`src/rtl/stride_updown_counter_pkg.sv`:
```
// Shared definitions for the stride up/down counter.
//   mode_t   : operating mode encodings (wrap, saturate, bounce, reserved)
//   calc_max : highest value of the sequence BASE, BASE+STRIDE, ... in WIDTH bits
//   is_legal : true when a value lies on the sequence between BASE and the top value
package stride_updown_counter_pkg;

    typedef enum logic [1:0] {
        MODE_WRAP   = 2'b00,
        MODE_SAT    = 2'b01,
        MODE_BOUNCE = 2'b10,
        MODE_RSVD   = 2'b11
    } mode_t;

    function automatic int calc_max(input int width, input int base, input int stride);
        return base + stride * (((2 ** width) - 1 - base) / stride);
    endfunction

    function automatic logic is_legal(input int v, input int base, input int max_v,
                                      input int stride);
        return (v >= base) && (v <= max_v) && (((v - base) % stride) == 0);
    endfunction

endpackage

```
`src/rtl/stride_updown_counter_if.sv`:
```
// Control/status bundle of the stride up/down counter.
//   en, Y, mode, load, load_val : requests into the counter
//   Q, dir, tc, err             : registered counter state and pulses
// The slave modport is the counter side, master is the controlling side.
interface stride_updown_counter_if #(
    parameter int WIDTH = 4
);
    logic             en;
    logic             Y;
    logic [1:0]       mode;
    logic             load;
    logic [WIDTH-1:0] load_val;
    logic [WIDTH-1:0] Q;
    logic             dir;
    logic             tc;
    logic             err;

    modport slave (
        input  en, Y, mode, load, load_val,
        output Q, dir, tc, err
    );

    modport master (
        output en, Y, mode, load, load_val,
        input  Q, dir, tc, err
    );
endinterface

```
`src/rtl/stride_updown_counter_next_calc.sv`:
```
// Combinational next-value calculation for the stride counter.
//   q       : current count
//   dir_eff : direction to step in (1 = up)
//   mode    : wrap / saturate / bounce / reserved
//   next_q, next_dir : proposed next count and direction
//   hit_tc  : a boundary was reached on this step
//   illegal : q is not on the sequence
module stride_updown_counter_next_calc
    import stride_updown_counter_pkg::*;
#(
    parameter int WIDTH  = 4,
    parameter int STRIDE = 2,
    parameter int BASE   = 1
) (
    input  logic [WIDTH-1:0] q,
    input  logic             dir_eff,
    input  mode_t            mode,
    output logic [WIDTH-1:0] next_q,
    output logic             next_dir,
    output logic             hit_tc,
    output logic             illegal
);
    localparam int MAX_VAL  = calc_max(WIDTH, BASE, STRIDE);
    localparam int TOP_TURN = MAX_VAL - STRIDE;
    localparam int BOT_TURN = BASE + STRIDE;

    localparam logic [WIDTH:0]   BASE_X   = BASE[WIDTH:0];
    localparam logic [WIDTH:0]   STRIDE_X = STRIDE[WIDTH:0];
    localparam logic [WIDTH:0]   MAX_X    = MAX_VAL[WIDTH:0];
    localparam logic [WIDTH-1:0] BASE_Q   = BASE[WIDTH-1:0];
    localparam logic [WIDTH-1:0] MAX_Q    = MAX_VAL[WIDTH-1:0];
    localparam logic [WIDTH-1:0] TOP_Q    = TOP_TURN[WIDTH-1:0];
    localparam logic [WIDTH-1:0] BOT_Q    = BOT_TURN[WIDTH-1:0];

    logic [WIDTH:0] q_ext;
    logic [WIDTH:0] up_sum;
    logic [WIDTH:0] dn_diff;
    logic           at_top;
    logic           at_bot;

    // One extra bit so a step past either end is visible instead of aliasing.
    assign q_ext   = {1'b0, q};
    assign up_sum  = q_ext + STRIDE_X;
    assign dn_diff = q_ext - STRIDE_X;
    assign at_top  = (up_sum > MAX_X);
    assign at_bot  = dn_diff[WIDTH] || (dn_diff < BASE_X);

    assign illegal = !is_legal(int'(q), BASE, MAX_VAL, STRIDE);

    always_comb begin
        next_q   = q;
        next_dir = dir_eff;
        hit_tc   = 1'b0;
        case (mode)
            MODE_WRAP: begin
                if (dir_eff) begin
                    if (at_top) begin
                        next_q = BASE_Q;
                        hit_tc = 1'b1;
                    end else begin
                        next_q = up_sum[WIDTH-1:0];
                    end
                end else begin
                    if (at_bot) begin
                        next_q = MAX_Q;
                        hit_tc = 1'b1;
                    end else begin
                        next_q = dn_diff[WIDTH-1:0];
                    end
                end
            end
            MODE_SAT: begin
                if (dir_eff) begin
                    if (at_top) hit_tc = 1'b1;
                    else        next_q = up_sum[WIDTH-1:0];
                end else begin
                    if (at_bot) hit_tc = 1'b1;
                    else        next_q = dn_diff[WIDTH-1:0];
                end
            end
            MODE_BOUNCE: begin
                if (dir_eff) begin
                    if (at_top) begin
                        next_q   = TOP_Q;
                        next_dir = 1'b0;
                        hit_tc   = 1'b1;
                    end else begin
                        next_q = up_sum[WIDTH-1:0];
                    end
                end else begin
                    if (at_bot) begin
                        next_q   = BOT_Q;
                        next_dir = 1'b1;
                        hit_tc   = 1'b1;
                    end else begin
                        next_q = dn_diff[WIDTH-1:0];
                    end
                end
            end
            default: begin
                next_q   = q;
                next_dir = dir_eff;
            end
        endcase
    end

endmodule

```
`src/rtl/stride_updown_counter.sv`:
```
// Up/down counter over BASE, BASE+STRIDE, ... MAX_VAL with wrap, saturate and
// bounce modes, validated synchronous load, terminal-count and error pulses.
//   clk : clock, rising edge
//   rst : asynchronous active-high reset (Q=BASE, dir=up, tc=err=0)
//   bus : slave side of stride_updown_counter_if
//         in  en, Y (1=up), mode, load, load_val
//         out Q, dir, tc, err
module stride_updown_counter
    import stride_updown_counter_pkg::*;
#(
    parameter int WIDTH  = 4,
    parameter int STRIDE = 2,
    parameter int BASE   = 1
) (
    input  logic                    clk,
    input  logic                    rst,
    stride_updown_counter_if.slave  bus
);
    localparam int MAX_VAL = calc_max(WIDTH, BASE, STRIDE);
    localparam logic [WIDTH-1:0] BASE_Q = BASE[WIDTH-1:0];

    generate
        if (MAX_VAL == BASE) begin : g_bad_params
            $error("stride_updown_counter: sequence has a single value");
        end
    endgenerate

    logic [WIDTH-1:0] q_r;
    logic             dir_r;
    logic             tc_r;
    logic             err_r;

    mode_t            mode;
    logic             dir_eff;
    logic             load_ok;
    logic [WIDTH-1:0] next_q;
    logic             next_dir;
    logic             hit_tc;
    logic             illegal;

    assign mode    = mode_t'(bus.mode);
    // Bounce follows its own direction register; Y only steers the other modes.
    assign dir_eff = (mode == MODE_BOUNCE || mode == MODE_RSVD) ? dir_r : bus.Y;
    assign load_ok = is_legal(int'(bus.load_val), BASE, MAX_VAL, STRIDE);

    stride_updown_counter_next_calc #(
        .WIDTH  (WIDTH),
        .STRIDE (STRIDE),
        .BASE   (BASE)
    ) u_next_calc (
        .q        (q_r),
        .dir_eff  (dir_eff),
        .mode     (mode),
        .next_q   (next_q),
        .next_dir (next_dir),
        .hit_tc   (hit_tc),
        .illegal  (illegal)
    );

    always_ff @(posedge clk or posedge rst) begin
        if (rst) begin
            q_r   <= BASE_Q;
            dir_r <= 1'b1;
            tc_r  <= 1'b0;
            err_r <= 1'b0;
        end else begin
            tc_r  <= 1'b0;
            err_r <= 1'b0;
            if (bus.load) begin
                if (load_ok) q_r   <= bus.load_val;
                else         err_r <= 1'b1;
            end else if (bus.en) begin
                if (mode == MODE_RSVD) begin
                    err_r <= 1'b1;
                end else if (illegal) begin
                    // Recovery path for a corrupted count.
                    q_r   <= BASE_Q;
                    err_r <= 1'b1;
                end else begin
                    q_r   <= next_q;
                    dir_r <= next_dir;
                    tc_r  <= hit_tc;
                end
            end
        end
    end

    assign bus.Q   = q_r;
    assign bus.dir = dir_r;
    assign bus.tc  = tc_r;
    assign bus.err = err_r;

endmodule
```
`src/flat_wrapper.sv`:
```
// flat-port wrapper written by rule: the top's interface ports become plain ports
module stride_updown_counter_flat import stride_updown_counter_pkg::*;
#(
    parameter int WIDTH  = 4,
    parameter int STRIDE = 2,
    parameter int BASE   = 1
)
  (clk, rst, bus_en, bus_Y, bus_mode, bus_load, bus_load_val, bus_Q, bus_dir, bus_tc, bus_err);
  stride_updown_counter_if #(.WIDTH(WIDTH)) bus_i ();
  input  logic clk;
  input  logic rst;
  input wire logic [$bits(bus_i.en)-1:0] bus_en;
  input wire logic [$bits(bus_i.Y)-1:0] bus_Y;
  input wire logic [$bits(bus_i.mode)-1:0] bus_mode;
  input wire logic [$bits(bus_i.load)-1:0] bus_load;
  input wire logic [$bits(bus_i.load_val)-1:0] bus_load_val;
  output wire logic [$bits(bus_i.Q)-1:0] bus_Q;
  output wire logic [$bits(bus_i.dir)-1:0] bus_dir;
  output wire logic [$bits(bus_i.tc)-1:0] bus_tc;
  output wire logic [$bits(bus_i.err)-1:0] bus_err;
  assign bus_i.en = bus_en;
  assign bus_i.Y = bus_Y;
  assign bus_i.mode = bus_mode;
  assign bus_i.load = bus_load;
  assign bus_i.load_val = bus_load_val;
  assign bus_Q = bus_i.Q;
  assign bus_dir = bus_i.dir;
  assign bus_tc = bus_i.tc;
  assign bus_err = bus_i.err;
  stride_updown_counter #(.WIDTH(WIDTH), .STRIDE(STRIDE), .BASE(BASE)) u_core (.clk(clk), .rst(rst), .bus(bus_i));
endmodule
```
`config.mk`:
```
export PLATFORM = sky130hd
export DESIGN_NAME = stride_updown_counter_flat
export DESIGN_NICKNAME = d
export VERILOG_FILES = /design/src/rtl/stride_updown_counter_pkg.sv /design/src/rtl/stride_updown_counter_if.sv /design/src/rtl/stride_updown_counter_next_calc.sv /design/src/rtl/stride_updown_counter.sv /design/src/flat_wrapper.sv
export SDC_FILE = /design/constraint.sdc
export NUM_CORES = 1
export LEC_CHECK = 0
export BUFFER_PORTS_ARGS = -buffer_cell sky130_fd_sc_hd__buf_2
export CORE_ASPECT_RATIO = 1.2
export CORE_MARGIN = 10
export CORE_UTILIZATION = 57
export CTS_BUF_LIST = sky130_fd_sc_hd__clkbuf_4
export CTS_CLUSTER_SIZE = 25
export DETAILED_ROUTE_END_ITERATION = 8
export GPL_ROUTABILITY_DRIVEN = 0
export PLACE_DENSITY_LB_ADDON = 0.15
export REMOVE_ABC_BUFFERS = 1
export SLEW_MARGIN = 5
export SYNTH_ARGS = -nofsm -noshare
export SYNTH_HDL_FRONTEND = slang
export SYNTH_HIERARCHICAL = 1
export SYNTH_SLANG_ARGS = --single-unit
```
`constraint.sdc`:
```
create_clock -name clk -period 3.8 [get_ports clk]
set_input_delay 0.38 -clock clk [delete_from_list [all_inputs] [get_ports clk]]
set_output_delay 0.38 -clock clk [all_outputs]
set_load 0.1 [all_outputs]
```
* Yosys cells after proc, flatten, opt, wreduce, memory -nomap -nowiden *
Index checks and enable logic that the tools add are counted.

word-level totals
  register bits = 7
  input bits = 11
  output and inout port bits = 7
  logic and storage cells = 67

cells by class
  add/sub/neg operators = 4
  order comparisons = 4
  equal/unequal tests = 8
  muxes and demuxes = 32
  bitwise operators = 4
  reductions and logical operators = 11

operators with widths
  cell                 count
  $logic_not 32->1     2
  $mux 4               14
  $mux 1               17
  $pmux 4 s3           1
  $ne 5x5->1 const B   2
  $sub 4x1->5 const B  2
  $ge 4x1->1 const B   2
  $reduce_and 6->1     1
  $add 4x2->5 const B  1
  $gt 5x4->1 const B   1
  $lt 5x1->1 const B   1
  $ne 5x2->1 const B   1
  $sub 4x2->5 const B  1
  $eq 2x2->1 const B   2
  $reduce_and 4->1     1
  $reduce_or 3->1      1
  $and 1x1->1          2
  $eq 2x1->1 const B   1
  $logic_and 1x1->1    2
  $logic_not 2->1      1
  $logic_or 1x1->1     2
  $ne 2x1->1 const B   1
  $ne 2x2->1 const B   1
  $not 1->1            2
  $reduce_bool 2->1    1

* Logic depth before layout (Yosys ltp) *
  depth after elaboration = 10
  depth in mapped cells = 13
  mapped depth without buffers = 13

* Hierarchy *
Netlist, hierarchy kept.

by module, submodules not included
  module                           instances  cells each  area an instance (sq um)  sequential area each (sq um)
  stride_updown_counter_next_calc  1          81          558.0                     0.0
  stride_updown_counter            1          32          394.1                     177.7

* Worst setup path before layout *
No wires, ideal clock.

  path kind = reg2reg
  from = register u_core.q_r[1], in the netlist u_core/bus.Q[1]
  to = register u_core.q_r[1], in the netlist u_core/bus.Q[1]
  library setup time = 127 ps
  arrival = 3287 ps
  required time = 3673 ps
  slack = 386 ps
  stages on the path, launching flop included = 14
  path buffers = 0
  period minus slack after synthesis = 3414 ps
  cell sequence = dfrtp_1 -> inv_2 -> ha_1 -> nor2b_1 -> nor3_2 -> a31oi_1 -> ha_1 -> inv_1 -> mux2i_1 -> o21ai_0 -> nand2_1 -> o21ai_0 -> a22o_2 -> mux2_4

on the way
  cells in the longest elaborated chain, start to end = 10
  elaborated cells between the ends (all ways) = 28
  classes of those cells = add/sub (3); order compare (3); eq/ne (3); mux (14); bitwise (1); reduce/logical (4)

ends and longest elaborated chain
  what                              line                                                                          RTL
  from (decl)                       stride_updown_counter.sv:28                                                   logic [WIDTH-1:0] q_r;
  from (signal assigned)            stride_updown_counter.sv:70                                                   if (load_ok) q_r <= bus.load_val;
  from (signal assigned)            stride_updown_counter.sv:80                                                   q_r <= next_q;
  $sub 4x2->5                       stride_updown_counter_next_calc.sv:44                                         assign dn_diff = q_ext - STRIDE_X;
  $lt 5x1->1                        stride_updown_counter_next_calc.sv:46                                         assign at_bot = dn_diff[WIDTH] || (dn_diff < BASE_X);
  $logic_or 1x1->1                  stride_updown_counter_next_calc.sv:46
  $mux 4, on equally long branches  stride_updown_counter_next_calc.sv:91, stride_updown_counter_next_calc.sv:64
  $mux 4, on equally long branches  stride_updown_counter_next_calc.sv:82, stride_updown_counter_next_calc.sv:56
  $pmux 4 s3 *                      stride_updown_counter_next_calc.sv:54                                         case (mode)
  named net u_core.next_q[1]        stride_updown_counter.sv:36                                                   logic [WIDTH-1:0] next_q;
  $mux 4 *                          stride_updown_counter.sv:75                                                   end else if (illegal) begin
  $mux 4 *                          stride_updown_counter.sv:73                                                   if (mode == MODE_RSVD) begin
  $mux 4 *                          stride_updown_counter.sv:72                                                   end else if (bus.en) begin
  $mux 4 *                          stride_updown_counter.sv:69                                                   if (bus.load) begin

The timed path passes the listed nets; every way through them passes the cells marked *. The select of a mux whose other input is x is not followed.
A chain may end at the register's enable or synchronous reset.

* Worst setup path in the final report *
  from = register u_core.q_r[1], in the netlist u_core/bus.Q[1]
  to = register u_core.q_r[3], in the netlist u_core/bus.Q[3]

The elaborated chain is that of the path after synthesis.

==> flow_summary.json <==
{
  "hpwl_mm": 1.901,
  "post-cts-setup-buffers": 0,
  "synthCells": 113,
  "run_status": "finished clean",
  "global_route.usage.met1_pct": 12.92,
  "grt.total_usage_pct": 12.51,
  "regToRegEndpoint": "u_core/bus.Q[3]",
  "holdBufCountCts": 0,
  "multiInputGateArea_um2": 686.9,
  "chipHeight_um": 64.77,
  "synthesized_area_per_cell_um2": 8.426,
  "drt_iter0_drc": 16,
  "buffer_ports.inserted": 17,
  "cp-start-kind": "flop",
  "rr_startpoint": "u_core/bus.Q[1]",
  "grt.busiest_layer": "met2",
  "finish.instance_area_mm2": 0.001044,
  "placeableCoreArea_mm2": 0.001602,
  "internal_power_w": 0.0003280,
  "first_global_vias": 889,
  "floorplan.initialDensity_pct": 59.45,
  "synth_seq_area_share_pct": 18.66,
  "synthToLayoutAreaGrowth_pct": 9.593,
  "fp-row-count": 16,
  "power_frac_clock_pct": 9.5,
  "routed-via-count": 877,
  "timing.critical_path.from": "u_core/bus.Q[1]",
  "groute.layer.met2.usage_pct": 22.96,
  "critPathRequiredTime_ns": 3.93,
  "timing_hold_violations_final": 0,
  "routed_via_density": 6.007,
  "first_pass_detailed_route_iteration_total": 4,
  "layout_commonest_cell": "sky130_fd_sc_hd__buf_2",
  "power.switching_w": 0.0004473,
  "mappedNetlistArea_um2": 952.2,
  "fin_nets": 148,
  "endpoint": "u_core/bus.Q[3]",
  "clk_root_buffer_cell": "sky130_fd_sc_hd__clkbuf_4",
  "synthSimpleGateAreaFrac_pct": 25.49,
  "post_layout_nonfiller_instances": 146,
  "cts_made_buffers": 3,
  "layout_min_cycle_time_ns": 2.928,
  "min_path_type": "in -> async",
  "max_cap_viol_count": 0,
  "synth_cell_types": 44,
  "post_cts.resized_instances": 0,
  "ff_latch_area_um2": 177.7,
  "grt_antenna_before_repair": 0,
  "endpoint_kind_of_the_worst_setup_timing_path": "flop",
  "wl_per_cell_um": 16.28,
  "final.period_utilization_pct": 77.04,
  "clk_pin_slew_worst_paths_ns": 0.05,
  "yosys_warnings": 6,
  "ir_worst_vdd_v": 0.0004437,
  "clock_skew_ns": 0.0009635,
  "fin_tns_setup_ns": 0,
  "cts_tree": "yes",
  "drt.antenna.violating_nets": 0,
  "cts.sinks": 7,
  "die_x_um": 57.31,
  "swShare_pct": 57.69,
  "grt_setup_unrepaired": "false",
  "cts.htree.levels": 1,
  "tightestPinTransition_ns": 0.5202,
  "dominant_combinational_cell_family_by_area_after_synthesis": "simple AND/OR/NAND/NOR gates",
  "die_outline_area_mm2": 0.003712,
  "num_io_pins": 18,
  "placed_cells": 142,
  "grt_start_max_net_pins": 18,
  "fmaxAchievable_ghz": 0.3416,
  "worst-path-max-fanout": 12,
  "postSynthRegisterBits": 7,
  "total_leakage_power_nw": 0.4932,
  "layout_setup_ws_ns": 0.8723,
  "gr-total-overflow": 0,
  "insertedDiodeCount": 0,
  "xor_and_xnor_fraction_of_the_mapped_netlist_area_pct": 0.9198,
  "synth_compound_gate_area_share_pct": 24.97,
  "layout.cells.most_common_list": "sky130_fd_sc_hd__buf_2 (17), sky130_fd_sc_hd__nand2_1 (11), sky130_fd_sc_hd__inv_1 (8), sky130_fd_sc_hd__nor2_1 (8), sky130_fd_sc_hd__ha_1 (8)",
  "arrival_ns": 3.06,
  "pwr-share-seq_pct": 19.3,
  "drc": 0,
  "ff2ff_setup_slack_ns": 0.87,
  "pre_cts_ws_ns": 0.8941,
  "grt_pass1_wl_mm": 3.905,
  "start_to_end_type_of_the_worst_setup_path": "reg -> reg",
  "grt_use_met3_pct": 3.119,
  "postLayoutCoreUtil_pct": 65.16,
  "insertion_delay_ns": 0.25,
  "reg2reg_depth": 10,
  "power_density_over_the_cells_mw_per_mm2": 742.9,
  "combinationalPowerShare_pct": 71.2,
  "detailed_place.area_mm2": 0.001013,
  "final_layout_size_suffix_gt1_share_pct": 32.81,
  "yosys.area_share.adder_pct": 10.51,
  "multiplexer_fraction_of_the_synthesized_cell_area_pct": 10.25,
  "clock_path_buffers": 2,
  "drv_slew": 0,
  "max-slew-margin-rel_pct": 64.87,
  "number_of_filler_cells_placed_in_the_layout": 145,
  "report.final.setup_viol": 0,
  "wl_mm": 2.377
}
[sequential cells by signal (all words and copies together), names as in the netlist]
signal          flops
u_core/bus.Q        4
u_core/bus.dir      1
u_core/bus.err      1
u_core/bus.tc       1
[critical path, cell delays in order (launching register included)]
cell and delay (ns):
sky130_fd_sc_hd__dfrtp_1 0.61, sky130_fd_sc_hd__inv_2 0.16, sky130_fd_sc_hd__ha_1 0.24, sky130_fd_sc_hd__ha_1 0.35, sky130_fd_sc_hd__inv_1 0.07, sky130_fd_sc_hd__o31ai_1 0.25
sky130_fd_sc_hd__o311ai_0 0.18, sky130_fd_sc_hd__o32ai_1 0.27, sky130_fd_sc_hd__o41ai_1 0.17, sky130_fd_sc_hd__a22o_2 0.23, sky130_fd_sc_hd__mux2_4 0.27
[synth_stat cells (all sizes together)]
library cell   n  area, um^2
o41ai          1       8.760
a221o          1       10.01
buf            4       38.78
dfstp          2       52.55
ha             8       100.1
mux2i          3       30.03
o21bai         1       7.510
and3           1       7.510
nor3b          2       15.01
nor3           7       51.30
a2bb2oi        2       17.52
nor4           1       6.260
nor4b          1       8.760
dfrtp          5       125.1
nand3          1       5.000
o32ai          2       17.52
o21a           1       7.510
a21oi          6       33.78
clkbuf         2       7.510
xnor2          1       8.760
a22oi          1       21.27
nor2           9       36.29
o22ai          1       6.260
nor2b          5       46.30
or2            1       6.260
a22o           2       20.02
o211ai         1       7.510
o31ai          2       28.78
nand2b         3       18.77
o21ai          6       30.03
o311ai         1       8.760
a31oi          2       12.51
mux2           5       67.56
inv           11       41.29
nand2         11       41.29
[cell families after synthesis]
logic type	after synthesis
AND/OR/NAND/NOR	42
AO/OA/AOI/OAI	30
buffers and inverters	17
multiplexers	8
adder cells (fa/ha/maj)	8
flip-flops	7
XOR/XNOR	1
[per-stage QoR]
| step | power [W] | hold slack [ns] |
|---|---|---|
| after detailed placement | 0.0007006 | 0.3115 |
| after global placement | 0.0006828 | 0.3086 |
| after floorplan | 0.0005935 | 0.1819 |
| after global routing | 0.0008284 | 0.07299 |
| final | 0.0007752 | 0.04221 |
| after CTS | 0.0007764 | 0.04155 |
[metal layers]
layer | share of wire, % | vias up | routed length [um]
met1 | 39 | 410 | 924
li1 | - | 435 | -
met2 | 52 | 26 | 1227
met5 | 0 | - | 0
met4 | 1.9 | 0 | 46
met3 | 7.5 | 6 | 178
[worst min path at each step]
stage / to / slack [ns] / startpoint / cells past startpoint
finish: u_core/bus.Q[1] / 0.04 / rst / 2
CTS: u_core/bus.Q[1] / 0.04 / rst / 2
global placement: u_core/bus.Q[3] / 0.31 / rst / 2
global route: u_core/bus.Q[3] / 0.07 / rst / 2
floorplan: u_core/bus.Q[1] / 0.18 / rst / 1
detailed placement: u_core/bus.Q[1] / 0.31 / rst / 2
[layout make-up]
class | count | share of cell area, %
inverter | 11 | 3.957
clock buffer | 4 | 2.878
tap | 18 | 2.158
timing repair buffer | 17 | 8.153
sequential | 7 | 17.03
multi-input combinational | 89 | 65.83
[power groups by stage]
stage | Combinational, W | Clock, W | Sequential [W]
3_5_place_dp | 0.000550 | 0 | 0.000150
2_1_floorplan | 0.000304 | 0 | 0.000289
5_1_grt | 0.000594 | 0.0000780 | 0.000156
3_3_place_gp | 0.000535 | 0 | 0.000148
4_1_cts | 0.000551 | 0.0000758 | 0.000149
6_report | 0.000552 | 0.0000735 | 0.000150
Note: power is estimated with default switching activity, not from simulation.
